## config.mk

```make
export PLATFORM = sky130hd
export DESIGN_NAME = rng_arbiter
export DESIGN_NICKNAME = d
export VERILOG_FILES = /design/src/rtl/rng_arbiter_pkg.sv /design/src/rtl/rng_arbiter_rr_pick.sv /design/src/rtl/rng_arbiter.sv
export SDC_FILE = /design/constraint.sdc
export NUM_CORES = 1
export LEC_CHECK = 0
export ABC_AREA = 1
export CORE_MARGIN = 2
export CORE_UTILIZATION = 40
export DETAILED_ROUTE_END_ITERATION = 10
export GPL_TIMING_DRIVEN = 1
export HOLD_SLACK_MARGIN = 0.1
export MAX_ROUTING_LAYER = met4
export PLACE_DENSITY = 0.59
export SLEW_MARGIN = 20
export SYNTH_ARGS = -nofsm -noshare
export SYNTH_HDL_FRONTEND = slang
export SYNTH_HIERARCHICAL = 1
export SYNTH_SLANG_ARGS = --single-unit
```

## constraint.sdc

```tcl
create_clock -name clk -period 4.8 [get_ports clk]
set_clock_uncertainty 0.2 [all_clocks]
set_input_delay 0.72 -clock clk [delete_from_list [all_inputs] [get_ports clk]]
set_output_delay 0.72 -clock clk [all_outputs]
set_load 0.02 [all_outputs]
```

## src/rtl/rng_arbiter_pkg.sv

```systemverilog
// Shared types and default sizing for the rng word arbiter.
package rng_arbiter_pkg;

  localparam int unsigned RNG_WIDTH   = 8;
  localparam int unsigned RNG_NUM_CLI = 4;

  typedef enum logic [2:0] {
    ST_IDLE,
    ST_GRANT,
    ST_WAIT,
    ST_DELIVER,
    ST_FAULT
  } rng_arb_state_t;

endpackage

```

## src/rtl/rng_arbiter_rr_pick.sv

```systemverilog
// Round-robin picker: first set request at or after ptr, wrapping.
module rr_pick #(
  parameter int unsigned N  = 4,
  parameter int unsigned IW = 2
) (
  input  logic [N-1:0]  req,
  input  logic [IW-1:0] ptr,
  output logic [IW-1:0] idx,
  output logic          found
);

  logic [IW-1:0] cand;

  // Scan N candidates starting at ptr; the first hit wins.
  always_comb begin
    idx   = '0;
    found = 1'b0;
    cand  = '0;
    for (int unsigned i = 0; i < N; i++) begin
      cand = IW'((32'(ptr) + i) % N);
      if (!found && req[cand]) begin
        idx   = cand;
        found = 1'b1;
      end
    end
  end

endmodule

```

## src/rtl/rng_arbiter.sv

```systemverilog
// Shares one rng word source among NUM_CLI requesters with round-robin
// grant, stall watchdog and repeated-word health test.
module rng_arbiter
  import rng_arbiter_pkg::*;
#(
  parameter int unsigned WIDTH     = RNG_WIDTH,
  parameter int unsigned NUM_CLI   = RNG_NUM_CLI,
  parameter int unsigned TIMEOUT   = 64,
  parameter int unsigned REP_LIMIT = 3
) (
  input  logic               clk,
  input  logic               reset_n,
  input  logic               enable,
  input  logic [NUM_CLI-1:0] cli_req,
  output logic [NUM_CLI-1:0] cli_valid,
  output logic [WIDTH-1:0]   cli_word,
  output logic               rng_en,
  output logic               rng_req,
  input  logic [WIDTH-1:0]   rng_word,
  input  logic               rng_valid,
  input  logic               clear_err,
  output logic               err_timeout,
  output logic               err_health,
  output logic               busy
);

  localparam int unsigned IW = $clog2(NUM_CLI);
  localparam int unsigned TW = $clog2(TIMEOUT);
  localparam int unsigned RW = $clog2(REP_LIMIT + 1);

  rng_arb_state_t state_q, state_d;

  logic [IW-1:0]    rr_ptr_q;
  logic [IW-1:0]    grant_q;
  logic [WIDTH-1:0] word_q;
  logic [WIDTH-1:0] last_q;
  logic [RW-1:0]    rep_cnt_q;
  logic [TW-1:0]    tmo_cnt_q;
  logic             err_timeout_q;
  logic             err_health_q;

  logic [IW-1:0]    pick_idx;
  logic             pick_found;
  logic [RW-1:0]    rep_next;
  logic             health_trip;
  logic             tmo_hit;

  rr_pick #(
    .N  (NUM_CLI),
    .IW (IW)
  ) u_pick (
    .req   (cli_req),
    .ptr   (rr_ptr_q),
    .idx   (pick_idx),
    .found (pick_found)
  );

  assign rep_next    = (rng_word == last_q) ? rep_cnt_q + 1'b1 : RW'(1);
  assign health_trip = (rep_next == RW'(REP_LIMIT));
  assign tmo_hit     = (tmo_cnt_q == TW'(TIMEOUT - 1));

  // State register.
  always_ff @(posedge clk or negedge reset_n) begin
    if (!reset_n) state_q <= ST_IDLE;
    else          state_q <= state_d;
  end

  // Next-state logic; enable low freezes the FSM in place.
  always_comb begin
    state_d = state_q;
    if (enable) begin
      case (state_q)
        ST_IDLE:    if (|cli_req) state_d = ST_GRANT;
        ST_GRANT:   state_d = pick_found ? ST_WAIT : ST_IDLE;
        ST_WAIT: begin
          if (rng_valid)    state_d = health_trip ? ST_FAULT : ST_DELIVER;
          else if (tmo_hit) state_d = ST_IDLE;
        end
        ST_DELIVER: state_d = ST_IDLE;
        ST_FAULT:   if (clear_err) state_d = ST_IDLE;
        default:    state_d = ST_IDLE;
      endcase
    end
  end

  // Grant, capture, watchdog counters and sticky error flags.
  // A set of err_timeout in WAIT is written after the clear so it wins.
  always_ff @(posedge clk or negedge reset_n) begin
    if (!reset_n) begin
      rr_ptr_q      <= '0;
      grant_q       <= '0;
      word_q        <= '0;
      last_q        <= '0;
      rep_cnt_q     <= '0;
      tmo_cnt_q     <= '0;
      err_timeout_q <= 1'b0;
      err_health_q  <= 1'b0;
    end else if (enable) begin
      if (clear_err) err_timeout_q <= 1'b0;
      case (state_q)
        ST_GRANT: begin
          if (pick_found) grant_q <= pick_idx;
          tmo_cnt_q <= '0;
        end
        ST_WAIT: begin
          if (rng_valid) begin
            word_q    <= rng_word;
            last_q    <= rng_word;
            rep_cnt_q <= rep_next;
            if (health_trip) err_health_q <= 1'b1;
          end else if (tmo_hit) begin
            err_timeout_q <= 1'b1;
          end else begin
            tmo_cnt_q <= tmo_cnt_q + 1'b1;
          end
        end
        ST_DELIVER: begin
          rr_ptr_q <= (grant_q == IW'(NUM_CLI - 1)) ? '0 : grant_q + 1'b1;
        end
        ST_FAULT: begin
          if (clear_err) begin
            err_health_q <= 1'b0;
            rep_cnt_q    <= '0;
            last_q       <= '0;
          end
        end
        default: ;
      endcase
    end
  end

  // Outputs decoded from state; delivery is gated by enable so a frozen
  // DELIVER never presents the same word twice.
  always_comb begin
    rng_req   = 1'b0;
    cli_valid = '0;
    cli_word  = '0;
    case (state_q)
      ST_WAIT:    rng_req = 1'b1;
      ST_DELIVER: begin
        if (enable && cli_req[grant_q]) begin
          cli_valid[grant_q] = 1'b1;
          cli_word           = word_q;
        end
      end
      default: ;
    endcase
  end

  assign rng_en      = enable & ~err_health_q;
  assign busy        = (state_q != ST_IDLE);
  assign err_timeout = err_timeout_q;
  assign err_health  = err_health_q;

endmodule

```

Word level (Yosys, flattened, before mapping)
Index checks and enable logic that the tools add are counted.
{"block": "classes", "n_addsub": 6, "mul": 0, "div_mod_pow": 0, "n_lt_le_gt_ge": 6, "eq_ne": 15, "n_shift": 0, "muxes": 51, "n_bitwise": 2, "reduce_logical": 20}
{"cell": "two-way mux 8 bit", "n": 4}
{"cell": "two-way mux 1 bit", "n": 18}
{"cell": "two-way mux 2 bit", "n": 9}
{"cell": "one-hot mux 8 bit (2 select lines)", "n": 1}
{"cell": "< comparator 2 x 3 -> 1 bit (second input constant)", "n": 5}
{"cell": "two-way mux 3 bit", "n": 5}
{"cell": "two-way mux 6 bit", "n": 2}
{"cell": "inequality test 2 bit (second input constant)", "n": 6}
{"cell": "one-hot mux 3 bit (4 select lines)", "n": 1}
{"cell": "one-hot mux 6 bit (2 select lines)", "n": 1}
{"cell": "AND reduction 4 bit", "n": 3}
{"cell": "binary-select mux 1 bit (select 2 bit)", "n": 5}
{"cell": "== test 8 bit", "n": 1}
{"cell": "two-way mux 4 bit", "n": 2}
{"cell": "adder 2 x 1 -> 2 bit (second input constant)", "n": 3}
{"cell": "adder 6 x 1 -> 6 bit (second input constant)", "n": 1}
{"cell": "== test 3 x 2 -> 1 bit (second input constant)", "n": 2}
{"cell": "== test 6 bit (second input constant)", "n": 1}
{"cell": "AND reduction 3 bit", "n": 2}
{"cell": "logical AND 1 bit", "n": 5}
{"cell": "AND reduction 5 bit", "n": 1}
{"cell": "adder 2 bit (second input constant)", "n": 2}
{"cell": "== test 2 bit (second input constant)", "n": 2}
{"cell": "one-hot mux 2 bit (2 select lines)", "n": 1}
{"cell": "14 further kinds", "n": 17}
{"block": "word_totals", "reg_bits": 33, "latch_bits": 0, "mem_bits_rw": 0, "rom_bits": 0, "output_inout_bits": 17, "elab_cells": 109, "n_memories": 0}

Logic depth before layout (Yosys ltp)
{"block": "depth", "depth_word": 14, "mapped_depth": 12, "ltp_nobuf": 12}

Cells and area by module
Netlist, hierarchy kept.
{"mod": "rng_arbiter", "n_inst": 1, "cells_each": 229, "area_each_um2": 1814.2, "seq_area_each_um2": 825.8}
{"mod": "rr_pick", "n_inst": 1, "cells_each": 59, "area_each_um2": 319.1, "seq_area_each_um2": 0.0}

Worst setup path before layout
No wires, ideal clock.
{"block": "synth_path", "kind": "in2out", "from": "in enable", "to": "out cli_valid[0]", "arrival_ns": 1.498, "required_time_ns": 3.880, "path_slack_ns": 2.382, "path_stages": 5, "n_path_buf": 1, "cell_sequence": "inv_2 nor2_1 nand3_1 buf_2 nor2_1"}
{"block": "synth_between", "elab_chain_cells": 3}
{"element": "start, declared", "line_no": "rng_arbiter.sv:13", "source": "input logic enable,"}
{"element": "logical AND 1 bit", "line_no": "rng_arbiter.sv:141", "source": "if (enable && cli_req[grant_q]) begin"}
{"element": "two-way mux 4 bit", "line_no": "rng_arbiter.sv:141"}
{"element": "two-way mux 4 bit", "line_no": "rng_arbiter.sv:138", "source": "case (state_q)"}
{"element": "end, declared", "line_no": "rng_arbiter.sv:15", "source": "output logic [NUM_CLI-1:0] cli_valid,"}
Every way passes these cells.

Worst setup path in the final report
{"block": "layout_path", "from": "in enable", "to": "out cli_word[0]"}
{"block": "layout_between", "elab_chain_cells": 3}
{"element": "logical AND 1 bit", "line_no": "rng_arbiter.sv:141"}
{"element": "two-way mux 8 bit", "line_no": "rng_arbiter.sv:141"}
{"element": "two-way mux 8 bit", "line_no": "rng_arbiter.sv:138"}
{"element": "end, declared", "line_no": "rng_arbiter.sv:16", "source": "output logic [WIDTH-1:0] cli_word,"}
Every way passes these cells.

==> qor.csv <==
metric,value,unit
worst-path cell with the longest stage delay,clkdlybuf4s50_1,
DRC violations left,0,
final core occ,0.518,
CP Class,in -> out,
Worst Hold Depth,2,
clock root cell,clkbuf_8,
CTS tree,yes,
Cell Rows,26,
DR WL/cell,11.6,um
initial antenna violation count,0,
PD cells,527,mW/mm^2
DRT met1 WL,2210,um
Post-Synth Adder-Cell Area,0.0293,
clk_lat worst skew,0.28,ns
Ports,34,
First-pass DRT Iterations,4,
final hold vios,0,
Area Growth Syn to Fin,24.9,%
uppermost routed layer,met4,
Synth Area in Compound Gates,0.0956,
RSZ-0062 raised after global routing,no,
detailed placement HPWL,3510,um
routed vias,1844,
Min-Delay Path Class,reg -> reg,
layout cells sized above 1,0.138,
syn nets,310,
post-CTS sizing,0,
Post-CTS Setup Bufs,0,
worst stage delay on the critical path,0.63,ns
H-Tree Depth,2,
crit-path cells,clkdlybuf4s50_1 > inv_2 > nor2_1 > nand3_1 > nor2_1 > clkdlybuf4s50_1,
hold path endpoint,word_q[6],
Final Max Tran Viols,0,
Post-Synth Simple-Gate Area,0.354,
mux contribution to synthesized area,0,
Synth cell types,35,
Seq cells post-synth,33,
initial DRC count,55,
sequential fraction of the synthesis area,0.387,
period utilisation layout,0.780,
final wirelength,4580,um
area of the multi-input gates,0.00110,mm^2
DIE HEIGHT,77.0,um
flip-flop and latch area,826,um^2
final setup violation count,0,
Overflow after GRT,0,
final setup TNS,0,ns
first-pass GRT wire length,8110,um
Die Wd,77.0,um
max_cap viols,0,
FMAX,0.267,GHz
metal3 WL,196,um
"Arr. time, crit path",2.82,ns
Slew headroom,0.414,
Synth area leader,dfrtp_1,
"Cell Area, Synth",0.00213,mm^2
largest family of logic cells by synthesized area,simple AND/OR/NAND/NOR gates,
Buf/Inv on CP,3,
crit end category,output port,
Final ANT Viol Nets,0,
Via density,4.66,
outcome,"complete, no violations",
count of input and output buffers,33,
R2R depth,8,
fill count,530,
vias in the first global route,1756,
Worst Max-Slew Pin Slew,0.876,ns
Synth Instances,288,
gr usage total,0.173,
Max VDD drop,0.000263,V
worst-path maximum fanout,12,
Hold Path Origin,word_q[6],
post-layout minimum cycle time,3.74,ns
placeable core area,0.00514,mm^2
Synth top area share,0.387,
critical path required time,3.88,ns
largest cells by area after synthesis,"dfrtp_1 (39%), nand2_1 (15%), inv_1 (6.9%), nor2_1 (4.6%), o21ai_0 (4.0%)",
CP Launch Type,input pin,
"Hold-fix buffers, CTS",0,
Reg-to-Reg Start,rr_ptr_q[0],
R2R Setup Slk,2.72,ns
Worst path top cell family by delay,buffers and inverters,
diode count,0,
yosys warns,6,
Clock Path Buffers,2,
R2R Path End,grant_q[1],
Initial Util,0.415,
RD Place Congestion,0.792,
xor and xnor area share after synthesis,0.0370,
Worst-path clk slew,0.08,ns
final net count,347,
Die ar.,0.00593,mm^2
mean post-synth cell area,7.41,um^2
P_leak,1.31,nW
CTS Buf Count,5,
Clock Sinks,33,
largest net degree at the start of global routing,19,
DR WL met2,2160,um
-- cells in the final DEF, fill, tap and decap left out, drive strengths merged --
| cell type | count |
|---|---|
| a21oi | 4 |
| buf | 1 |
| bufinv | 2 |
| clkbuf | 5 |
| clkdlybuf4s50 | 33 |
| clkinv | 1 |
| dfrtp | 33 |
| ha | 5 |
| inv | 46 |
| nand2 | 98 |
| nand3 | 18 |
| nand3b | 2 |
| nand4 | 2 |
| nor2 | 31 |
| nor3 | 2 |
| nor4 | 1 |
| o211ai | 1 |
| o21ai | 26 |
| o22ai | 2 |
| o31ai | 2 |
| or2 | 2 |
| xnor2 | 6 |
| xor2 | 3 |
-- layer usage --
| layer | GRT usage | vias to the layer above |
|---|---|---|
| li1 | - | 966 |
| met2 | 0.275 | 36 |
| met1 | 0.225 | 840 |
| met3 | 0.0412 | 2 |
| met5 | - | - |
| met4 | 0.0375 | 0 |
-- sequential cells by signal, indices dropped and copies added (netlist names) --
signal / count
rep_cnt_q: 2
err_timeout: 1
state_q: 3
err_health: 1
word_q: 8
last_q: 8
rr_ptr_q: 2
tmo_cnt_q: 6
grant_q: 2
-- final cells by class --
cell class / instances / share of cell area
Multi-Input combinational cell: 205 / 0.413
Sequential cell: 33 / 0.310
Timing Repair Buffer: 34 / 0.127
Inverter: 46 / 0.0667
Tap cell: 70 / 0.0329
Clock buffer: 5 / 0.0258
Clock inverter: 3 / 0.0244
-- cell usage after synthesis, drive strengths merged --
master  count
nand4       2
o22ai       2
xor2        3
buf         4
nand3      18
nand3b      2
o21ai      26
inv        46
ha          5
nand2      98
nor2       31
xnor2       6
dfrtp      33
o31ai       2
or2         2
o211ai      1
nor4        1
a21oi       4
nor3        2
-- per-stage QoR --
step / std cells / hold WS [ns] / power (mW) / worst slack, ns / instance area, um^2
global placement: 388 / 0.269 / 1.10 / 1.04 / 2530
CTS: 396 / 0.293 / 1.42 / 0.993 / 2660
finish: 396 / 0.286 / 1.40 / 1.06 / 2660
floorplan: 288 / 0.224 / 0.939 / 2.38 / 2130
detailed placement: 388 / 0.274 / 1.10 / 1.01 / 2530
global route: 396 / 0.322 / 1.52 / 0.860 / 2660
-- logic make-up (layout without fill, tap and decap cells) --
logic type      Yosys count  in the layout
simple gates            156            156
buf+inv                  50             88
compound gates           35             35
flops                    33             33
xor+xnor                  9              9
fa+ha+maj                 5              5
-- power by group --
group | switching [mW] | leakage, nW | internal, mW | total (mW)
logic | 0.374 | 0.821 | 0.245 | 0.619
clock network | 0.105 | 0.0681 | 0.206 | 0.312
registers | 0.0889 | 0.421 | 0.384 | 0.473
total | 0.569 | 1.31 | 0.835 | 1.40
-- how the worst max path moves through the flow --
stage,startpoint,to,slack [ns],cells past startpoint
2_1_floorplan,enable,cli_valid[0],2.38,5
4_1_cts,enable,cli_word[0],0.99,6
5_1_grt,enable,cli_valid[1],0.86,6
3_3_place_gp,enable,cli_word[2],1.04,6
6_report,enable,cli_word[0],1.06,6
3_5_place_dp,enable,cli_word[0],1.01,6
-- worst register-to-register path, delay by kind of cell (launching register included) --
kind / cells / cell delay [ns]
compound gates: 2 / 0.26
simple gates: 5 / 0.72
buf+inv: 1 / 0.18
flops: 1 / 0.63
Note: power is estimated with default switching activity, not from simulation.
